<file path="config.mk">
export PLATFORM = sky130hd
export DESIGN_NAME = dp_ram
export DESIGN_NICKNAME = d
export VERILOG_FILES = /design/src/rtl/dp_ram_pkg.sv /design/src/rtl/dp_ram_array.sv /design/src/rtl/dp_ram.sv
export SDC_FILE = /design/constraint.sdc
export NUM_CORES = 1
export LEC_CHECK = 0
export BUFFER_PORTS_ARGS = -buffer_cell sky130_fd_sc_hd__buf_2
export CORE_MARGIN = 2
export CORE_UTILIZATION = 25
export CTS_CLUSTER_SIZE = 24
export DETAILED_ROUTE_END_ITERATION = 7
export PLACE_DENSITY = 0.37
export SLEW_MARGIN = 10
export SYNTH_ARGS = -nofsm -noshare
export SYNTH_HDL_FRONTEND = slang
export SYNTH_SLANG_ARGS = --single-unit
</file>
<file path="constraint.sdc">
create_clock -name clock -period 1.4 [get_ports clock]
set_input_delay 0.21 -clock clock [delete_from_list [all_inputs] [get_ports clock]]
set_output_delay 0.21 -clock clock [all_outputs]
set_load 0.05 [all_outputs]
</file>
<file path="src/rtl/dp_ram_pkg.sv">
`default_nettype none
// ============================================================================
// Module  : dp_ram_pkg
// Brief   : Shared constants, types and helpers for the dp_ram storage block.
//           Build option DP_RAM_BYPASS_EN (see dp_ram.sv) does not alter
//           anything in this package.
// Revision: 1.0 - initial release
// ============================================================================
package dp_ram_pkg;

    // Default geometry used by the channel FIFOs.
    localparam int DP_RAM_ADDR_WIDTH = 3;
    localparam int DP_RAM_DATA_WIDTH = 32;

    // One storage word at the default data width.
    typedef logic [DP_RAM_DATA_WIDTH-1:0] dp_ram_word_t;

    // Value presented on output_data while reset is asserted.
    localparam dp_ram_word_t c_dp_ram_reset_word = '0;

    // True when an address selects an implemented word. Both operands are
    // widened to 32 bits so DEPTH = 2^ADDR_WIDTH compares cleanly.
    function automatic logic addr_in_range(input int unsigned addr,
                                           input int unsigned depth);
        return (addr < depth);
    endfunction

endpackage : dp_ram_pkg
`default_nettype wire

</file>
<file path="src/rtl/dp_ram_array.sv">
`default_nettype none
// ============================================================================
// Module  : dp_ram_array
// Brief   : Bare storage for dp_ram. One synchronous write port and one
//           combinational read port. No reset: contents are undefined until
//           written. Range checking is done by the parent, but an address
//           that matches no implemented word simply reads as zero.
// Revision: 1.0 - initial release
// ============================================================================
module dp_ram_array
    import dp_ram_pkg::*;
#(
    parameter int          ADDR_WIDTH = DP_RAM_ADDR_WIDTH,
    parameter int          DATA_WIDTH = DP_RAM_DATA_WIDTH,
    parameter int unsigned DEPTH      = 1 << ADDR_WIDTH
) (
    input  logic                  clock,
    input  logic                  write_en,
    input  logic [ADDR_WIDTH-1:0] write_addr,
    input  logic [DATA_WIDTH-1:0] input_data,
    input  logic [ADDR_WIDTH-1:0] read_addr,
    output logic [DATA_WIDTH-1:0] read_data
);

    // Flattened view of every stored word, used by the read mux.
    logic [DATA_WIDTH-1:0] w_words [DEPTH];

    // Each word is its own register with a decoded write strobe, so the
    // storage has exactly DEPTH entries whatever the address width is.
    for (genvar gi = 0; gi < DEPTH; gi++) begin : g_word
        logic [DATA_WIDTH-1:0] r_word;

        // Capture write data when this word is addressed.
        always_ff @(posedge clock) begin
            if (write_en && (write_addr == ADDR_WIDTH'(gi))) begin
                r_word <= input_data;
            end
        end

        assign w_words[gi] = r_word;
    end

    // Combinational read of the addressed word; unmatched addresses give 0.
    always_comb begin
        read_data = '0;
        for (int i = 0; i < int'(DEPTH); i++) begin
            if (read_addr == ADDR_WIDTH'(i)) begin
                read_data = w_words[i];
            end
        end
    end

endmodule : dp_ram_array
`default_nettype wire

</file>
<file path="src/rtl/dp_ram.sv">
`default_nettype none
// ============================================================================
// Module  : dp_ram
// Brief   : Simple dual-port RAM (one write port, one read port, one clock)
//           used as the storage array behind the channel FIFOs. Read data is
//           registered with one cycle of latency and cleared asynchronously
//           by resetn. Out-of-range writes are dropped, out-of-range reads
//           return zero, and writes are suppressed while resetn is low.
//           Build option:
//             DP_RAM_BYPASS_EN  defined   -> write-first on a same-address
//                                            read/write collision
//                               undefined -> read-old (pre-write contents)
// Revision: 1.0 - initial release
// ============================================================================
module dp_ram
    import dp_ram_pkg::*;
#(
    parameter int          ADDR_WIDTH = DP_RAM_ADDR_WIDTH,
    parameter int          DATA_WIDTH = DP_RAM_DATA_WIDTH,
    parameter int unsigned DEPTH      = 1 << ADDR_WIDTH
) (
    input  logic                  clock,
    input  logic                  resetn,
    input  logic                  write_en,
    input  logic [ADDR_WIDTH-1:0] write_addr,
    input  logic [ADDR_WIDTH-1:0] read_addr,
    input  logic [DATA_WIDTH-1:0] input_data,
    output logic [DATA_WIDTH-1:0] output_data
);

    // Reset value of the read register at this instance's data width.
    localparam logic [DATA_WIDTH-1:0] c_reset_data = DATA_WIDTH'(c_dp_ram_reset_word);

    logic                  w_wr_in_range;
    logic                  w_rd_in_range;
    logic                  w_array_wr_en;
    logic [DATA_WIDTH-1:0] w_array_rd_data;
    logic [DATA_WIDTH-1:0] w_next_data;
    logic [DATA_WIDTH-1:0] r_output_data;

    // Address qualification. A write is committed only when in range and
    // the block is out of reset; the array itself has no reset, so holding
    // resetn low must gate the strobe here to keep memory untouched.
    assign w_wr_in_range = addr_in_range(32'(write_addr), DEPTH);
    assign w_rd_in_range = addr_in_range(32'(read_addr), DEPTH);
    assign w_array_wr_en = write_en && w_wr_in_range && resetn;

    dp_ram_array #(
        .ADDR_WIDTH (ADDR_WIDTH),
        .DATA_WIDTH (DATA_WIDTH),
        .DEPTH      (DEPTH)
    ) u_array (
        .clock      (clock),
        .write_en   (w_array_wr_en),
        .write_addr (write_addr),
        .input_data (input_data),
        .read_addr  (read_addr),
        .read_data  (w_array_rd_data)
    );

`ifdef DP_RAM_BYPASS_EN
    logic w_collision;

    // Same-address read and committed write on this edge: forward the
    // incoming word so the reader sees the new value immediately.
    assign w_collision = w_array_wr_en && w_rd_in_range && (read_addr == write_addr);

    // Select forwarded write data, stored word, or zero for a bad address.
    always_comb begin
        w_next_data = c_reset_data;
        if (w_collision) begin
            w_next_data = input_data;
        end else if (w_rd_in_range) begin
            w_next_data = w_array_rd_data;
        end
    end
`else
    // Read-old: the array read is combinational from the current contents,
    // so a colliding write only becomes visible on the following read.
    always_comb begin
        w_next_data = c_reset_data;
        if (w_rd_in_range) begin
            w_next_data = w_array_rd_data;
        end
    end
`endif

    // Registered read data; cleared immediately whenever resetn drops.
    always_ff @(posedge clock or negedge resetn) begin
        if (!resetn) begin
            r_output_data <= c_reset_data;
        end else begin
            r_output_data <= w_next_data;
        end
    end

    assign output_data = r_output_data;

endmodule : dp_ram
`default_nettype wire

</file>
==> results.py, run 1 <==
metrics = {
    "outcome": {
        "outcome": "complete, no violations",
    },
    "route": {
        "vias": 5850,
        "dr.first_iter.drc_count": 381,
        "drc": 0,
        "postRouteAntennaNets": 0,
        "wirelength_um": 27800,
        "via_per_inst": 4.46,
        "dr.pass1.iters": 4,
        "wl_per_cell_um": 21.2,
    },
    "cts": {
        "clkSinkCount": 288,
        "numCtsBuffers": 31,
        "clock_path_buffers": 3,
        "clock_latency_ns": 0.56,
        "clock-root-buffer": "clkbuf_16",
        "cts_tree": "done",
        "path_clk_slew_ns": 0.06,
        "htreeDepth": 1,
    },
    "synthesis": {
        "synth.yosys.seq_area_share": 0.789,
        "syn_area_per_cell_um2": 18.4,
        "yosys_register_bits": 288,
        "ys_warn_count": 0,
        "synth-simple-area-share": 0.0318,
        "synth-compound-area-share": 0.107,
        "postSynthCellCount": 585,
        "synth_xor_area_frac": 0,
        "synthesis.area_um2": 10800,
        "synthMuxAreaShare": 0.0498,
        "syn-num-nets": 626,
        "yosys.cell_types.count": 35,
        "synth_top_family_by_area": "compound AO/OA/AOI/OAI gates",
        "synth_fa_ha_area_frac": 0,
    },
    "die": {
        "die-width_um": 211,
        "rows": 76,
        "die_y_um": 211,
        "die_area_um2": 44700,
        "start_util": 0.251,
        "design.core.area_um2": 42800,
        "ios": 73,
    },
    "finish": {
        "fin_util": 0.325,
        "register_area_um2": 8490,
        "num-nets-final": 784,
        "area_delta_synth_final_pct": 29.1,
        "antenna_cells": 0,
        "drive_above_1_share": 0.261,
        "final_cell_mix": "edfxtp_1, a22oi_1, buf_2, buf_4, clkbuf_16",
        "fillers": 4128,
        "layout_commonest_cell": "edfxtp_1",
        "multi_input_area_um2": 2120,
    },
    "timing": {
        "max_freq_mhz": 736,
        "finalMaxSlewViolations": 0,
        "maxSlewHeadroom": 0.703,
        "setup_viol": 0,
        "fin_crit_sh": 0.971,
        "hold_ws_ns": 0.128,
        "grt_setup_unrepaired": "no",
        "fin_crit_ns": 1.36,
        "worstMarginPinSlew_ns": 0.446,
        "worst_clock_skew_ns": 0.00651,
        "finalHoldViolCount": 0,
    },
    "pwr": {
        "p_leak_nw": 4.78,
        "power.density_nw_per_um2": 1360,
        "max-vdd-ir-drop_v": 0.000847,
    },
    "worst_setup_path": {
        "crit_slowest_cell": "dfrtp_1",
        "crit_path_end_kind": "output port",
        "cp_cell_sequence": "buf_4",
        "worstSetupPathType": "flop to output port",
        "reg2reg_depth": 3,
        "crit_family": "flip-flops",
        "required_ns": 1.19,
        "crit_cells": 1,
        "max_stage_delay_ns": 0.39,
        "rr_endpoint": "output_data[30]",
        "critPathMaxFanout": 1,
        "cp_data_arrival_time_ns": 1.15,
        "r2r_slack_ns": 0.11,
        "timing.critical_path.buf_inv": 1,
        "rr_startpoint": "u_array.g_word[4].r_word[30]",
        "startpoint_type": "flop",
    },
    "run": {
        "max-cap-violations": 0,
    },
    "placed_design": {
        "gp_congestion": 0.694,
        "io_buffers": 72,
        "hpwlAfterDp_um": 16200,
    },
    "global_route": {
        "grt-ovfl-total": 0,
        "antenna_found_initial": 0,
        "grt_pass1_vias": 6413,
        "grt_use_total": 0.125,
        "grt_max_degree": 30,
        "grt_first_pass_wirelength_um": 41300,
    },
    "hold_path": {
        "holdPathStages": 3,
        "hp-start": "read_addr[1]",
        "hold_path_class": "input pin to flop",
        "worstHoldEndpoint": "output_data[31]",
    },
}
==> routing by layer <==
metal	routed length (um)	global-route usage
met2	14500	0.229
met4	659	0.0340
met1	11800	0.152
met5	0	0
met3	873	0.0208
==> report_power, final <==
part           switching, mW  internal [mW]  total [mW]
Combinational           1.02          0.614        1.63
Clock                   3.24           4.32        7.55
Sequential            0.0841           9.61        9.70
Total                   4.34           14.5        18.9
==> flip-flops by register name, indices dropped and copies added, names as in the netlist <==
signal                 cells
u_array.g_word.r_word    256
output_data               32
==> cells by family after synthesis <==
| kind of cell | after synthesis |
|---|---|
| mux | 38 |
| compound gates | 154 |
| buf+inv | 41 |
| flops | 288 |
| simple gates | 64 |
==> worst register-to-register path: cells and delay by family, from the launching register on <==
family | cells | cell delay (ns)
flip-flops | 1 | 0.36
AO/OA/AOI/OAI | 2 | 0.50
AND/OR/NAND/NOR | 1 | 0.27
==> cells in the mapped netlist, drive strengths merged <==
master | n | area, um^2
a21oi | 1 | 5.00
a21boi | 26 | 195
a22oi | 50 | 375
or2 | 1 | 6.26
and3 | 1 | 6.26
nand2b | 27 | 169
mux2i | 25 | 250
nand3b | 1 | 7.51
nor3 | 2 | 10.0
a221oi | 1 | 8.76
and2b | 1 | 7.51
a211o | 25 | 219
nand2 | 19 | 71.3
edfxtp | 256 | 7690
and4b | 1 | 10.0
and2 | 1 | 6.26
clkbuf | 17 | 66.3
buf | 22 | 163
and3b | 1 | 8.76
a32oi | 25 | 219
nor2b | 1 | 6.26
o221ai | 1 | 8.76
inv | 2 | 7.51
nand3 | 2 | 10.0
dfrtp | 32 | 801
nor2 | 6 | 22.5
mux4 | 12 | 274
o21ai | 25 | 125
mux2 | 1 | 11.3
==> how the worst max path moves through the flow <==
stage                                from                     endpoint
after floorplan             write_addr[1]  u_array.g_word[4].r_word[0]
after global placement       read_addr[0]              output_data[30]
after detailed placement     read_addr[0]              output_data[30]
after CTS                  output_data[1]               output_data[1]
after global routing       output_data[1]               output_data[1]
final                     output_data[24]              output_data[24]
==> stage by stage <==
stage | std cells | setup WS [ns] | TNS [ns] | total power, mW | instance area, um^2
2_1_floorplan | 585 | -0.401 | -67.54 | 10.7 | 10800
3_3_place_gp | 1215 | -0.207 | -3.19 | 11.4 | 12400
3_5_place_dp | 1215 | -0.220 | -3.88 | 11.4 | 12400
4_1_cts | 1304 | -0.0187 | -0.0317 | 19.2 | 13700
5_1_grt | 1312 | 0.00102 | 0 | 19.7 | 13900
6_report | 1312 | 0.0407 | 0 | 18.9 | 13900
==> what timing repair did <==
item / 4_1_cts / 5_1_grt
hold buffers: 33 / 1
setup endpoints to repair: 21 / 20
setup buffers: 0 / 3
gates cloned: 0 / 4
pin swaps: 0 / 1
resized for setup: 29 / 15
endpoints found under the hold margin: 288 / 32
==> final cells by class <==
type                    count  share of cell area
repair buffers            164               0.119
well taps                 546              0.0492
inverters                   2            0.000541
clock inverters            18             0.00811
multi-input cells         256               0.152
clock buffers              38              0.0592
flip-flops and latches    288               0.611
Power figures use the tool's default switching activity.
==> inputs of run 2 (changes only) <==
--- a/config.mk
+++ b/config.mk
@@ -8,10 +8,11 @@
 export BUFFER_PORTS_ARGS = -buffer_cell sky130_fd_sc_hd__buf_2
 export CORE_MARGIN = 2
 export CORE_UTILIZATION = 25
+export CTS_CLUSTER_DIAMETER = 80
 export CTS_CLUSTER_SIZE = 24
 export DETAILED_ROUTE_END_ITERATION = 7
-export PLACE_DENSITY = 0.37
-export SLEW_MARGIN = 10
+export PLACE_DENSITY = 0.5
+export SLEW_MARGIN = 0
 export SYNTH_ARGS = -nofsm -noshare
 export SYNTH_HDL_FRONTEND = slang
 export SYNTH_SLANG_ARGS = --single-unit
==> run 2 against run 1 <==
Effect of this change: highest routed layer unchanged; maximum frequency shrank 0.49%; largest power group unchanged; power shrank 14%; sequential power is essentially flat; wire length shrank 8.2%; die area is the same; hold slack lost 0.11 ns.
==> results.py, run 2 (synthesized netlist as in run 1, its figures left out) <==
metrics = {
    "outcome": {
        "outcome": "complete, no violations",
    },
    "worst_setup_path": {
        "crit_family": "flip-flops",
        "worstSetupPathType": "flop to output port",
        "cp_data_arrival_time_ns": 1.16,
        "crit_slowest_cell": "dfrtp_1",
        "crit_cells": 1,
        "cp_cell_sequence": "buf_2",
        "max_stage_delay_ns": 0.38,
        "rr_endpoint": "output_data[30]",
        "critPathLaunch": "output_data[7]",
        "reg2reg_depth": 3,
        "rr_startpoint": "u_array.g_word[4].r_word[30]",
        "crit_path_end_kind": "output port",
        "timing.critical_path.buf_inv": 1,
        "critPathMaxFanout": 1,
        "endpoint": "output_data[7]",
        "required_ns": 1.19,
        "startpoint_type": "flop",
        "r2r_slack_ns": 0.19,
    },
    "timing": {
        "setup_viol": 0,
        "worstMarginPinSlew_ns": 0.560,
        "hold_ws_ns": 0.0155,
        "tns_ns": 0,
        "finalHoldViolCount": 0,
        "finalWorstSetupSlack_ns": 0.0340,
        "max_freq_mhz": 732,
        "grt_setup_unrepaired": "no",
        "maxSlewHeadroom": 0.627,
        "worst_clock_skew_ns": 0.0122,
        "fin_crit_sh": 0.976,
        "finalMaxSlewViolations": 0,
        "fin_crit_ns": 1.37,
    },
    "finish": {
        "design_area_um2": 13300,
        "antenna_cells": 0,
        "layout_commonest_cell": "edfxtp_1",
        "num-nets-final": 779,
        "final_cell_mix": "edfxtp_1, buf_2, a22oi_1, buf_4",
        "top_register": "u_array.g_word.r_word",
        "drive_above_1_share": 0.250,
        "area_delta_synth_final_pct": 24.0,
        "fin_util": 0.312,
        "largest_register_ffs": 256,
    },
    "die": {
        "die-width_um": 211,
        "start_util": 0.251,
        "design.core.area_um2": 42800,
        "die_y_um": 211,
        "ios": 73,
        "rows": 76,
        "die_area_um2": 44700,
    },
    "hold_path": {
        "hold_path_class": "input pin to flop",
        "holdPathStages": 1,
    },
    "pwr": {
        "max-vdd-ir-drop_v": 0.000648,
        "power.density_nw_per_um2": 1220,
        "p_leak_nw": 4.53,
    },
    "placed_design": {
        "gp_congestion": 0.704,
        "hpwlAfterDp_um": 16400,
        "placed_cell_area_um2": 12500,
        "io_buffers": 72,
        "preCtsSetupSlack_ns": -0.175,
    },
    "cts": {
        "numCtsBuffers": 16,
        "clock-root-buffer": "clkbuf_16",
        "clkSinkCount": 288,
        "clock_path_buffers": 3,
        "cts_tree": "done",
        "clock_latency_ns": 0.50,
        "post-cts-setup-buffer-count": 0,
        "htreeDepth": 1,
        "path_clk_slew_ns": 0.09,
    },
    "global_route": {
        "grt-ovfl-total": 0,
        "antenna_found_initial": 0,
        "grt_first_pass_wirelength_um": 38200,
        "grt_use_total": 0.115,
        "grt_max_degree": 32,
        "grt_pass1_vias": 5878,
    },
    "route": {
        "postRouteAntennaNets": 0,
        "drc": 0,
        "dr.first_iter.drc_count": 393,
        "wl_per_cell_um": 19.7,
        "wirelength_um": 25500,
        "via_per_inst": 4.42,
        "vias": 5725,
        "dr.pass1.iters": 4,
    },
    "run": {
        "max-cap-violations": 0,
    },
}
==> run 2: changes by cell type in the layout (fill, tap and decap cells not counted), moves of 2 or more <==
cell,change
clkbuf_1,+2
clkbuf_16,-17
clkinv_2,-10
clkinv_1,-5
clkbuf_4,-5
buf_2,+25
buf_6,-11
buf_4,+7
==> run 2: power breakdown <==
group	leakage, nW	switching, mW	internal [mW]
Clock	0.240	2.72	2.35
Combinational	1.61	1.01	0.573
Sequential	2.69	0.0790	9.60
==> run 2: metal layers <==
metal	track usage	routed length, um	vias up
met2	0.198	12600	106
met4	0.0216	377	0
met1	0.155	11500	2935
met3	0.0150	1040	23
li1	-	-	2661
met5	0	0	-
==> run 2: layout make-up <==
cell class	count	area, um^2
sequential	288	8490
clock buffer	25	465
inverter	2	7.51
tap	546	683
timing repair buffer	174	1550
clock inverter	3	30.0
multi-input combinational	256	2120
fill	4191	29500
==> run 2: timing repair <==
item                                   in CTS  in global routing
setup endpoints to repair                   4                  0
hold buffers                               32                  0
endpoints found under the hold margin     273                  0
resized for setup                           5                  0
==> run 2: worst min path at each step <==
| stage | startpoint | end | slack [ns] |
|---|---|---|---|
| 5_1_grt | input_data[27] | u_array.g_word[4].r_word[27] | 0.02 |
| 4_1_cts | input_data[27] | u_array.g_word[4].r_word[27] | 0.001 |
| 3_5_place_dp | resetn | output_data[2] | 0.26 |
| 6_report | input_data[27] | u_array.g_word[4].r_word[27] | 0.02 |
| 3_3_place_gp | resetn | output_data[2] | 0.26 |
| 2_1_floorplan | resetn | output_data[0] | -0.09 |
==> run 2: through the flow <==
stage	cells	total power, mW
2_1_floorplan	585	10.7
3_3_place_gp	1234	11.4
3_5_place_dp	1234	11.4
4_1_cts	1294	16.6
5_1_grt	1294	16.9
6_report	1294	16.3
